--- src/rtl/hazard_ctrl_mc.sv ---
// Hazard/forwarding controller for the 5-stage pipeline, extended with an
// E-stage hold for iterative multi-cycle ops and a saturating stall counter.

module hazard_fwd_sel #(
    parameter int REG_AW = 5
) (
    input  logic [REG_AW-1:0] rsE,
    input  logic [REG_AW-1:0] rdM,
    input  logic [REG_AW-1:0] rdW,
    input  logic              regWriteM,
    input  logic              regWriteW,
    output logic [1:0]        fwd
);
    // The younger producer in M must win over the older one in W.
    always_comb begin
        fwd = 2'b00;
        if (regWriteM && rdM != '0 && rdM == rsE)
            fwd = 2'b10;
        else if (regWriteW && rdW != '0 && rdW == rsE)
            fwd = 2'b01;
    end
endmodule

module hazard_ctrl_mc #(
    parameter int REG_AW = 5,
    parameter int MC_LAT = 4,
    parameter int CNT_W  = 3,
    parameter int PERF_W = 16
) (
    input  logic              clk,
    input  logic              reset,
    input  logic [REG_AW-1:0] Rs1D,
    input  logic [REG_AW-1:0] Rs2D,
    input  logic [REG_AW-1:0] Rs1E,
    input  logic [REG_AW-1:0] Rs2E,
    input  logic [REG_AW-1:0] RdE,
    input  logic [REG_AW-1:0] RdM,
    input  logic [REG_AW-1:0] RdW,
    input  logic              RegWriteM,
    input  logic              RegWriteW,
    input  logic [1:0]        ResultSrcE,
    input  logic              PCSrcE,
    input  logic              McStartE,
    output logic [1:0]        ForwardAE,
    output logic [1:0]        ForwardBE,
    output logic              StallF,
    output logic              StallD,
    output logic              StallE,
    output logic              FlushD,
    output logic              FlushE,
    output logic              FlushM,
    output logic              McBusy,
    output logic              McDoneE,
    output logic [PERF_W-1:0] StallCycles
);
    localparam logic [CNT_W-1:0] CNT_INIT = CNT_W'(MC_LAT - 2);

    typedef enum logic {IDLE, BUSY} mcState_t;

    mcState_t            state, stateNext;
    logic [CNT_W-1:0]    cnt, cntNext;
    logic                mcStall, lwStall;
    logic [1:0][REG_AW-1:0] rsE;
    logic [1:0][1:0]     fwdSel;

    assign rsE = {Rs2E, Rs1E};

    for (genvar i = 0; i < 2; i++) begin : gOpnd
        hazard_fwd_sel #(.REG_AW(REG_AW)) uFwd (
            .rsE      (rsE[i]),
            .rdM      (RdM),
            .rdW      (RdW),
            .regWriteM(RegWriteM),
            .regWriteW(RegWriteW),
            .fwd      (fwdSel[i])
        );
    end

    assign ForwardAE = fwdSel[0];
    assign ForwardBE = fwdSel[1];

    assign lwStall = (ResultSrcE == 2'b01) && (RdE != '0) &&
                     ((RdE == Rs1D) || (RdE == Rs2D));

    always_ff @(posedge clk or posedge reset) begin
        if (reset) begin
            state <= IDLE;
            cnt   <= '0;
        end else begin
            state <= stateNext;
            cnt   <= cntNext;
        end
    end

    // The IDLE detection cycle is itself the first E cycle, so the counter
    // starts at MC_LAT-2 and the op releases E after MC_LAT cycles in total.
    always_comb begin
        stateNext = state;
        cntNext   = cnt;
        mcStall   = 1'b0;
        McDoneE   = 1'b0;
        case (state)
            IDLE: begin
                if (McStartE) begin
                    mcStall   = 1'b1;
                    stateNext = BUSY;
                    cntNext   = CNT_INIT;
                end
            end
            BUSY: begin
                if (cnt != '0) begin
                    mcStall = 1'b1;
                    cntNext = cnt - 1'b1;
                end else begin
                    McDoneE   = 1'b1;
                    stateNext = IDLE;
                end
            end
            default: stateNext = IDLE;
        endcase
    end

    assign McBusy = (state == BUSY) || (state == IDLE && McStartE);
    assign StallF = lwStall | mcStall;
    assign StallD = lwStall | mcStall;
    assign StallE = mcStall;
    assign FlushM = mcStall;
    // While E holds, the branch/load in E has not resolved; do not flush.
    assign FlushD = PCSrcE & ~mcStall;
    assign FlushE = (lwStall | PCSrcE) & ~mcStall;

    always_ff @(posedge clk or posedge reset) begin
        if (reset)
            StallCycles <= '0;
        else if (StallF && StallCycles != '1)
            StallCycles <= StallCycles + 1'b1;
    end
endmodule
--- config.mk ---
export PLATFORM = sky130hd
export DESIGN_NAME = hazard_ctrl_mc
export DESIGN_NICKNAME = d
export VERILOG_FILES = /design/src/rtl/hazard_ctrl_mc.sv
export SDC_FILE = /design/constraint.sdc
export NUM_CORES = 1
export LEC_CHECK = 0
export BUFFER_PORTS_ARGS = -buffer_cell sky130_fd_sc_hd__buf_2
export CORE_ASPECT_RATIO = 0.7
export CORE_UTILIZATION = 49
export CTS_CLUSTER_SIZE = 20
export DETAILED_ROUTE_END_ITERATION = 8
export PLACE_DENSITY = 0.91
export SLEW_MARGIN = 25
export SYNTH_ARGS = -nofsm -noshare
export SYNTH_HDL_FRONTEND = slang
export SYNTH_SLANG_ARGS = --single-unit
--- constraint.sdc ---
create_clock -name clk -period 4.2 [get_ports clk]
set_input_delay 0.84 -clock clk [delete_from_list [all_inputs] [get_ports clk]]
set_output_delay 0.84 -clock clk [all_outputs]
set_load 0.01 [all_outputs]
==> results of run 1 <==
cells in the mapped netlist:
cell and instances:
inv_1 8, a22oi_1 2, o21ai_0 3, a22o_1 2, nand4_1 7, dfrtp_1 20, or4_1 5, and4_1 1
nor2b_1 2, and3_1 4, xnor2_1 19, nor3_1 3, and2_1 2, nand2_1 9, nor2_1 8, buf_6 1
o21ai_2 1, nor4b_4 1, mux2_2 1, ha_1 3, a21oi_4 1, nor4_1 4, a211oi_1 1, nand3_1 7
and2_4 1, xor2_1 26, nor4b_1 1, buf_4 2, or2_0 1, a21oi_1 1
cell families after synthesis:
kind of cell / share of synthesized area, %
buf+inv: 3.989
xor+xnor: 27.93
mux: 0.7978
flops: 35.46
compound gates: 6.028
simple gates: 23.14
fa+ha+maj: 2.660
state kept, by name, summed over array words and instances (netlist names):
register,flops
StallCycles,16
state,1
cnt,3
stage by stage:
step           area (um^2)  utilization [%]  instances  hold slack (ps)
2_1_floorplan         1411                -        147            439.6
3_3_place_gp          1778            68.65        248            458.5
3_5_place_dp          1778            68.65        248            477.4
4_1_cts               1849            71.40        252            487.7
5_1_grt               1849            71.40        252            518.3
6_report              1849            71.40        252            486.3
cell usage in the layout (no fill, tap or decap), drive strengths merged, types with 5 or more instances in the layout:
| master | Yosys | routed |
|---|---|---|
| nor2 | 8 | 8 |
| xor2 | 26 | 26 |
| dfrtp | 20 | 20 |
| or4 | 5 | 5 |
| nand3 | 7 | 7 |
| inv | 8 | 8 |
| xnor2 | 19 | 19 |
| nand2 | 9 | 9 |
| buf | 3 | 70 |
| nand4 | 7 | 7 |
layout make-up:
class / instances / area (um^2) / area share, %
Clock buffer: 3 / 41.29 / 2.233
Clock inverter: 1 / 30.03 / 1.624
Inverter: 8 / 30.03 / 1.624
Multi-Input combinational cell: 116 / 854.6 / 46.21
Sequential cell: 20 / 500.5 / 27.06
Tap cell: 34 / 42.54 / 2.300
Timing Repair Buffer: 70 / 350.3 / 18.94
where the power goes:
| group | leakage [nW] | switching, mW | internal, mW |
|---|---|---|---|
| Combinational | 0.633 | 0.207 | 0.173 |
| Sequential | 0.254 | 0.0524 | 0.248 |
| Clock | 0.0357 | 0.0620 | 0.127 |
final timing paths:
kind,start,end,slack (ps),cells past startpoint
worst min-delay path,cnt[0]$_DFFE_PP0P_,cnt[0]$_DFFE_PP0P_,490,1
worst max-delay path,RdM[0],ForwardBE[0],1080,6
worst min register to register,cnt[0]$_DFFE_PP0P_,cnt[0]$_DFFE_PP0P_,490,1
min in group asynchronous,reset,StallCycles[6]$_DFFE_PP0P_,700,2
worst max register to register,cnt[0]$_DFFE_PP0P_,StallCycles[10]$_DFFE_PP0P_,1710,9
max in group asynchronous,reset,StallCycles[9]$_DFFE_PP0P_,3020,2
routing by layer:
layer  vias up  GRT usage (%)  part of all wire [%]
met5         -              0                     0
met4         0          2.979                     0
met3         0          5.825                   5.6
met2        57          41.84                    49
met1       605          28.57                    45
li1        650              -                     -
worst register-to-register path: stages (launching register included):
cell,delay [ps]
dfrtp_1,370
inv_1,50
ha_1,190
ha_1,190
and2_4,150
or2_0,380
a22o_1,320
a21oi_4,280
nor4b_4,280
xor2_1,180
==> out/metrics.yaml, run 1 <==
pre_cts_slack_ps: 1102
cts_buffers: 3
cts_htree_levels: 1
p_leak_nw: 0.9235
ant_nets: 0
crit_fanout: 3
hold_class: "reg2reg"
routed_wl_um: 3292
cts_tree: "done"
critPathBufInv: 2
crit_chain: "buf_2 > or4_1 > o21ai_0 > nor4_1 > nor4_1 > buf_2"
min_period_ps: 3119
portBuffers: 70
finalSetupViolations: 0
clock_skew_ps: 8.375
worst-setup-path-type: "in2out"
critPathSlowestCell: "or4_1"
maxCapViolCount: 0
timing.final.ws_setup_ps: 1081
tightest_slew_ps: 753.3
clock_sinks: 20
post-cts-setup-buffers: 0
drv_slew: 0
fmax_mhz: 320.6
outcome: "completed"
avgRoutedWirePerCell_um: 13.06
cp-start-kind: "input pin"
grt_max_degree: 21
drt_iter0_markers: 44
design_power_total_mw: 0.8693
finalSetupTns_ps: 0
path_delay_family: "simple AND/OR/NAND/NOR gates"
slowest_delay_ps: 520
nNetsFinal: 265
fp-row-count: 15
rsz0062_at_grt: "no"
drc: 0
initial_core_util_pct: 54.49
cts-hold-fix-buffers: 0
die_h_um: 46.90
synthesis.nets: 193
fill_cells: 199
track_usage_pct: 22.83
synth.area.top_cells: "dfrtp_1 (35%), xor2_1 (16%), xnor2_1 (12%), nand4_1 (3.1%), ha_1 (2.7%)"
clkTransAtPathRegs_ps: 80
clock-root-buffer: "clkbuf_8"
diodes: 0
vias: 1312
synth-seq-cells: 20
synth_cell_types: 30
core_area_um2: 2590
cp-end-kind: "output pin"
ir_drop_v: 0.0003071
yosysWarnings: 0
synth_top_area_cell: "dfrtp_1"
timing.final.crit_share_pct: 74.26
yosysSeqAreaShare_pct: 35.46
ioPinCount: 71
synth.avg_cell_area_um2: 9.601
grt_pass1_vias: 1221
clk_latency_ps: 260
die_width_um: 66.15
cts_buffer_depth: 2
dpl.hpwl_um: 2603
slew_headroom_pct: 49.73
hold_viol: 0
worstPathRequired_ps: 3360
final_layout_size_suffix_gt1_share_pct: 36.24
syn-cell-area_um2: 1411
crit_arrival_ps: 2280
overflow: 0
syn_to_final_growth_pct: 31.03
die_area_um2: 3102
power_density_nw_per_um2: 470.1
gp_congestion: 0.8512
grt_pass1_wl_um: 5244
viasPerCell: 5.206
synth_top_cell_area_share_pct: 35.46
cts_resized: 0
antenna_found_initial: 0
dr.pass1.iters: 4
synth_cells: 147
Note: power is estimated with default switching activity, not from simulation.
==> run 2, diff against run 1 <==
CORE_UTILIZATION = 45   (was 49)
PLACE_DENSITY = 0.85   (was 0.91)
clock period = 3 ns   (was 4.2 ns; I/O delays follow)
==> run 2 against run 1 <==
Against the previous run: critical path depth is 1 higher; largest cell class unchanged; utilization down 8.2 points; sequential cell count unchanged; worst setup slack got worse by 850 ps; clock skew down 5.7 ps; die area increased by 8.6%; critical endpoint is now StallF; count of clock-buffer cells in the layout unchanged; cell count up 0.40%; hold slack lost 30 ps; global-route usage decreased by 1.1 points.
==> out/metrics.yaml, run 2 (synthesized netlist as in run 1, its figures left out) <==
track_usage_pct: 21.76
top_regs: "StallCycles (16), cnt (3), state (1)"
post-cts-setup-buffers: 0
largest_register_ffs: 16
fmax_mhz: 361.5
gp_congestion: 0.9823
layout_commonest_cell: "buf_2"
nNetsFinal: 265
antenna_found_initial: 0
worst-setup-path-type: "reg2out"
clkTransAtPathRegs_ps: 70
drc: 0
die_width_um: 68.94
seqCellArea_um2: 500.5
die_h_um: 48.86
cts_htree_levels: 1
overflow: 0
p_sw_mw: 0.4477
initial_core_util_pct: 48.96
finalSetupTns_ps: 0
fill_cells: 252
outcome: "completed"
hold_class: "in2async"
worstPathRequired_ps: 2400
drt_iter0_markers: 122
p_int_mw: 0.6796
ir_drop_v: 0.0003927
largest_register: "StallCycles"
power_density_nw_per_um2: 618.8
top_layer: "met4"
fin_util_pct: 63.19
tightest_slew_ps: 728.9
cts-hold-fix-buffers: 0
p_comb_share_pct: 47.5
cts_resized: 0
min_period_ps: 2766
dr.pass1.iters: 4
ant_nets: 0
multi_input_area_um2: 854.6
hold_viol: 0
cts_tree: "done"
timing.final.crit_share_pct: 92.20
p_leak_nw: 0.9094
die_area_um2: 3368
clock_sinks: 20
cts_buffers: 3
met1_length_um: 1584
avgRoutedWirePerCell_um: 13.28
fp-row-count: 16
clock_skew_ps: 2.725
slew_headroom_pct: 51.35
finalSetupViolations: 0
drv_slew: 0
crit_arrival_ps: 2170
viasPerCell: 5.233
routed_wl_um: 3360
portBuffers: 70
cp-end-kind: "output pin"
rsz0062_at_grt: "no"
pwr-share-seq_pct: 37.4
met2_length_um: 1534
fin_cells: 253
layout_common_cells: "buf_2 (70), xor2_1 (26), dfrtp_1 (20), xnor2_1 (19), nand2_1 (9)"
maxCapViolCount: 0
clock-root-buffer: "clkbuf_8"
grt_pass1_vias: 1224
crit_fanout: 9
wl_met3_um: 216
clk_latency_ps: 250
diodes: 0
placedCellCount: 250
cp-start-kind: "flip-flop"
grt_pass1_wl_um: 5526
final_layout_size_suffix_gt1_share_pct: 35.94
netSwitchingFraction_pct: 39.72
syn_to_final_growth_pct: 29.08
dpl.hpwl_um: 2742
core_area_um2: 2883
vias: 1324
ioPinCount: 71
grt_max_degree: 21
cts_buffer_depth: 2
power.share.clock_pct: 15.1
run 2: cell count changes in the layout (fill, tap and decap cells not counted), sizes merged:
cell    delta
bufinv     -1
run 2: metal layers:
layer	global-route usage (%)	vias to the layer above
li1	-	644
met1	31.40	621
met2	32.69	55
met3	6.542	4
met4	3.061	0
met5	0	-
run 2: metrics by stage:
step / worst slack (ps) / area, um^2 / power, mW / hold slack, ps
floorplan: 506.7 / 1411 / 0.7949 / 439.6
global placement: 431.3 / 1780 / 0.9420 / 460.1
detailed placement: 385.5 / 1780 / 0.9608 / 468.0
CTS: 219.3 / 1822 / 1.133 / 477.7
global route: 16.80 / 1822 / 1.235 / 499.5
finish: 233.9 / 1822 / 1.127 / 456.4
run 2: final timing paths:
check / slack [ps] / from / cells past startpoint / endpoint
setup / recovery: 230 / cnt[0]$_DFFE_PP0P_ / 7 / StallF
hold / removal: 460 / reset / 2 / StallCycles[6]$_DFFE_PP0P_
setup reg to reg: 560 / cnt[0]$_DFFE_PP0P_ / 9 / StallCycles[10]$_DFFE_PP0P_
hold reg to reg: 480 / cnt[0]$_DFFE_PP0P_ / 1 / cnt[0]$_DFFE_PP0P_
max in group asynchronous: 2080 / reset / 2 / StallCycles[9]$_DFFE_PP0P_
min in group clk: 480 / cnt[0]$_DFFE_PP0P_ / 1 / cnt[0]$_DFFE_PP0P_
run 2: final cells by class:
class / count / share of cell area [%]
multi-input combinational: 116 / 46.91
clock buffer: 3 / 2.266
timing repair buffer: 70 / 19.23
sequential: 20 / 27.47
tap: 36 / 2.473
inverter: 8 / 1.648
run 2: critical path, stage by stage (launching register included):
cell and delay, ps:
dfrtp_1 400, inv_1 60, ha_1 140, ha_1 160, and2_4 140, or2_0 450, o21ai_0 340, buf_2 230
run 2: power groups by stage:
stage / sequential [mW] / clock, mW / combinational (mW)
finish: 0.422 / 0.170 / 0.535
global placement: 0.422 / 0 / 0.520
global route: 0.432 / 0.192 / 0.611
floorplan: 0.437 / 0 / 0.358
CTS: 0.421 / 0.173 / 0.539
detailed placement: 0.426 / 0 / 0.535
==> run 3, diff against run 2 <==
CTS_BUF_LIST = sky130_fd_sc_hd__clkbuf_16   (was unset)
==> run 3 against run 2 <==
Against the previous run: non-clock buffer count is the same; combinational power hardly changed; hold slack improved by 13 ps; fmax shrank 0.65%; global-route usage rose by 0.059 points; sequential power hardly changed; count of clock-buffer cells in the layout unchanged; highest routed layer unchanged.
==> out/metrics.yaml, run 3 (synthesized netlist as in run 1, its figures left out) <==
syn_to_final_growth_pct: 31.47
cp-end-kind: "output pin"
final_layout_size_suffix_gt1_share_pct: 35.94
hold_class: "in2async"
finalSetupViolations: 0
p_leak_nw: 0.9248
finalSetupTns_ps: 0
drv_slew: 0
dpl.hpwl_um: 2742
antenna_found_initial: 0
timing.final.crit_share_pct: 92.80
crit_chain: "inv_1 > ha_1 > ha_1 > and2_4 > or2_0 > o21ai_0 > buf_2"
maxCapViolCount: 0
fin_util_pct: 64.37
post-cts-setup-buffers: 0
fill_cells: 250
path_delay_family: "simple AND/OR/NAND/NOR gates"
overflow: 0
ioPinCount: 71
cts_buffers: 3
clock_skew_ps: 1.057
portBuffers: 70
min_period_ps: 2784
ir_drop_v: 0.0003950
crit_path_frequent_cell: "ha_1"
largest_register: "StallCycles"
crit_arrival_ps: 2180
grt_pass1_vias: 1239
cts_resized: 0
top_regs: "StallCycles (16), cnt (3), state (1)"
grt_max_degree: 21
design_power_total_mw: 1.222
worst-setup-path-type: "reg2out"
power_density_nw_per_um2: 658.5
layout_commonest_cell: "buf_2"
outcome: "completed"
dr.pass1.iters: 4
cts_tree: "done"
largest_register_ffs: 16
die_h_um: 48.86
rsz0062_at_grt: "no"
ant_nets: 0
avgRoutedWirePerCell_um: 13.28
drt_iter0_markers: 103
vias: 1318
drc: 0
clk_latency_ps: 250
grt_pass1_wl_um: 5554
cts-hold-fix-buffers: 0
initial_core_util_pct: 48.96
crit_fanout: 9
die_area_um2: 3368
nNetsFinal: 265
placedCellCount: 250
gp_congestion: 0.9823
pre_cts_slack_ps: 385.5
slowest_delay_ps: 450
cp-start-kind: "flip-flop"
fp-row-count: 16
cts_buffer_depth: 2
fmax_mhz: 359.2
critPathSlowestCell: "or2_0"
clkTransAtPathRegs_ps: 50
layout_common_cells: "buf_2 (70), xor2_1 (26), dfrtp_1 (20), xnor2_1 (19), nand2_1 (9)"
tightest_slew_ps: 728.9
die_width_um: 68.94
routed_wl_um: 3359
core_area_um2: 2883
slew_headroom_pct: 51.35
fin_cells: 253
hold_viol: 0
track_usage_pct: 21.82
clock_sinks: 20
critPathBufInv: 2
diodes: 0
timing.final.ws_setup_ps: 215.9
clock-root-buffer: "clkbuf_16"
cts_htree_levels: 1
worstPathRequired_ps: 2400
viasPerCell: 5.209
run 3: cell counts in the layout (fill, tap and decap cells not counted):
No cell type changed its count.
run 3: metrics by stage:
step | cell area, um^2 | hold slack, ps
floorplan | 1411 | 439.6
global placement | 1780 | 460.1
detailed placement | 1780 | 468.0
CTS | 1856 | 475.4
global route | 1856 | 496.1
finish | 1856 | 469.2
run 3: worst paths after layout:
kind | start | endpoint | slack [ps] | cells after the start
min in group clk | cnt[0]$_DFFE_PP0P_ | cnt[0]$_DFFE_PP0P_ | 490 | 1
max | cnt[0]$_DFFE_PP0P_ | StallF | 220 | 7
max reg2reg | cnt[0]$_DFFE_PP0P_ | StallCycles[10]$_DFFE_PP0P_ | 530 | 9
max in group asynchronous | reset | StallCycles[1]$_DFFE_PP0P_ | 2070 | 2
min reg2reg | cnt[0]$_DFFE_PP0P_ | cnt[0]$_DFFE_PP0P_ | 490 | 1
min | reset | StallCycles[6]$_DFFE_PP0P_ | 470 | 2
run 3: layer usage:
metal	track usage, %	wire (um)
met3	6.542	228
met1	31.15	1564
met2	33.17	1552
met5	0	0
met4	3.061	13
run 3: worst register-to-register path, stage by stage, from the launching register on:
cell     delay, ps
dfrtp_1        370
inv_1           50
ha_1           190
ha_1           190
and2_4         150
or2_0          390
a22o_1         320
a21oi_4        270
nor4b_4        270
xor2_1         180
run 3: cell type report:
type	instances	area, um^2	share of cell area (%)
Tap cell	36	45.04	2.428
Clock buffer	3	75.07	4.046
Timing Repair Buffer	70	350.3	18.88
Inverter	8	30.03	1.618
Sequential cell	20	500.5	26.97
Multi-Input combinational cell	116	854.6	46.06
run 3: report_power, final:
group          internal (mW)  switching, mW
Combinational          0.242          0.295
Clock                  0.175         0.0871
Sequential             0.349         0.0736
Total                  0.766          0.456
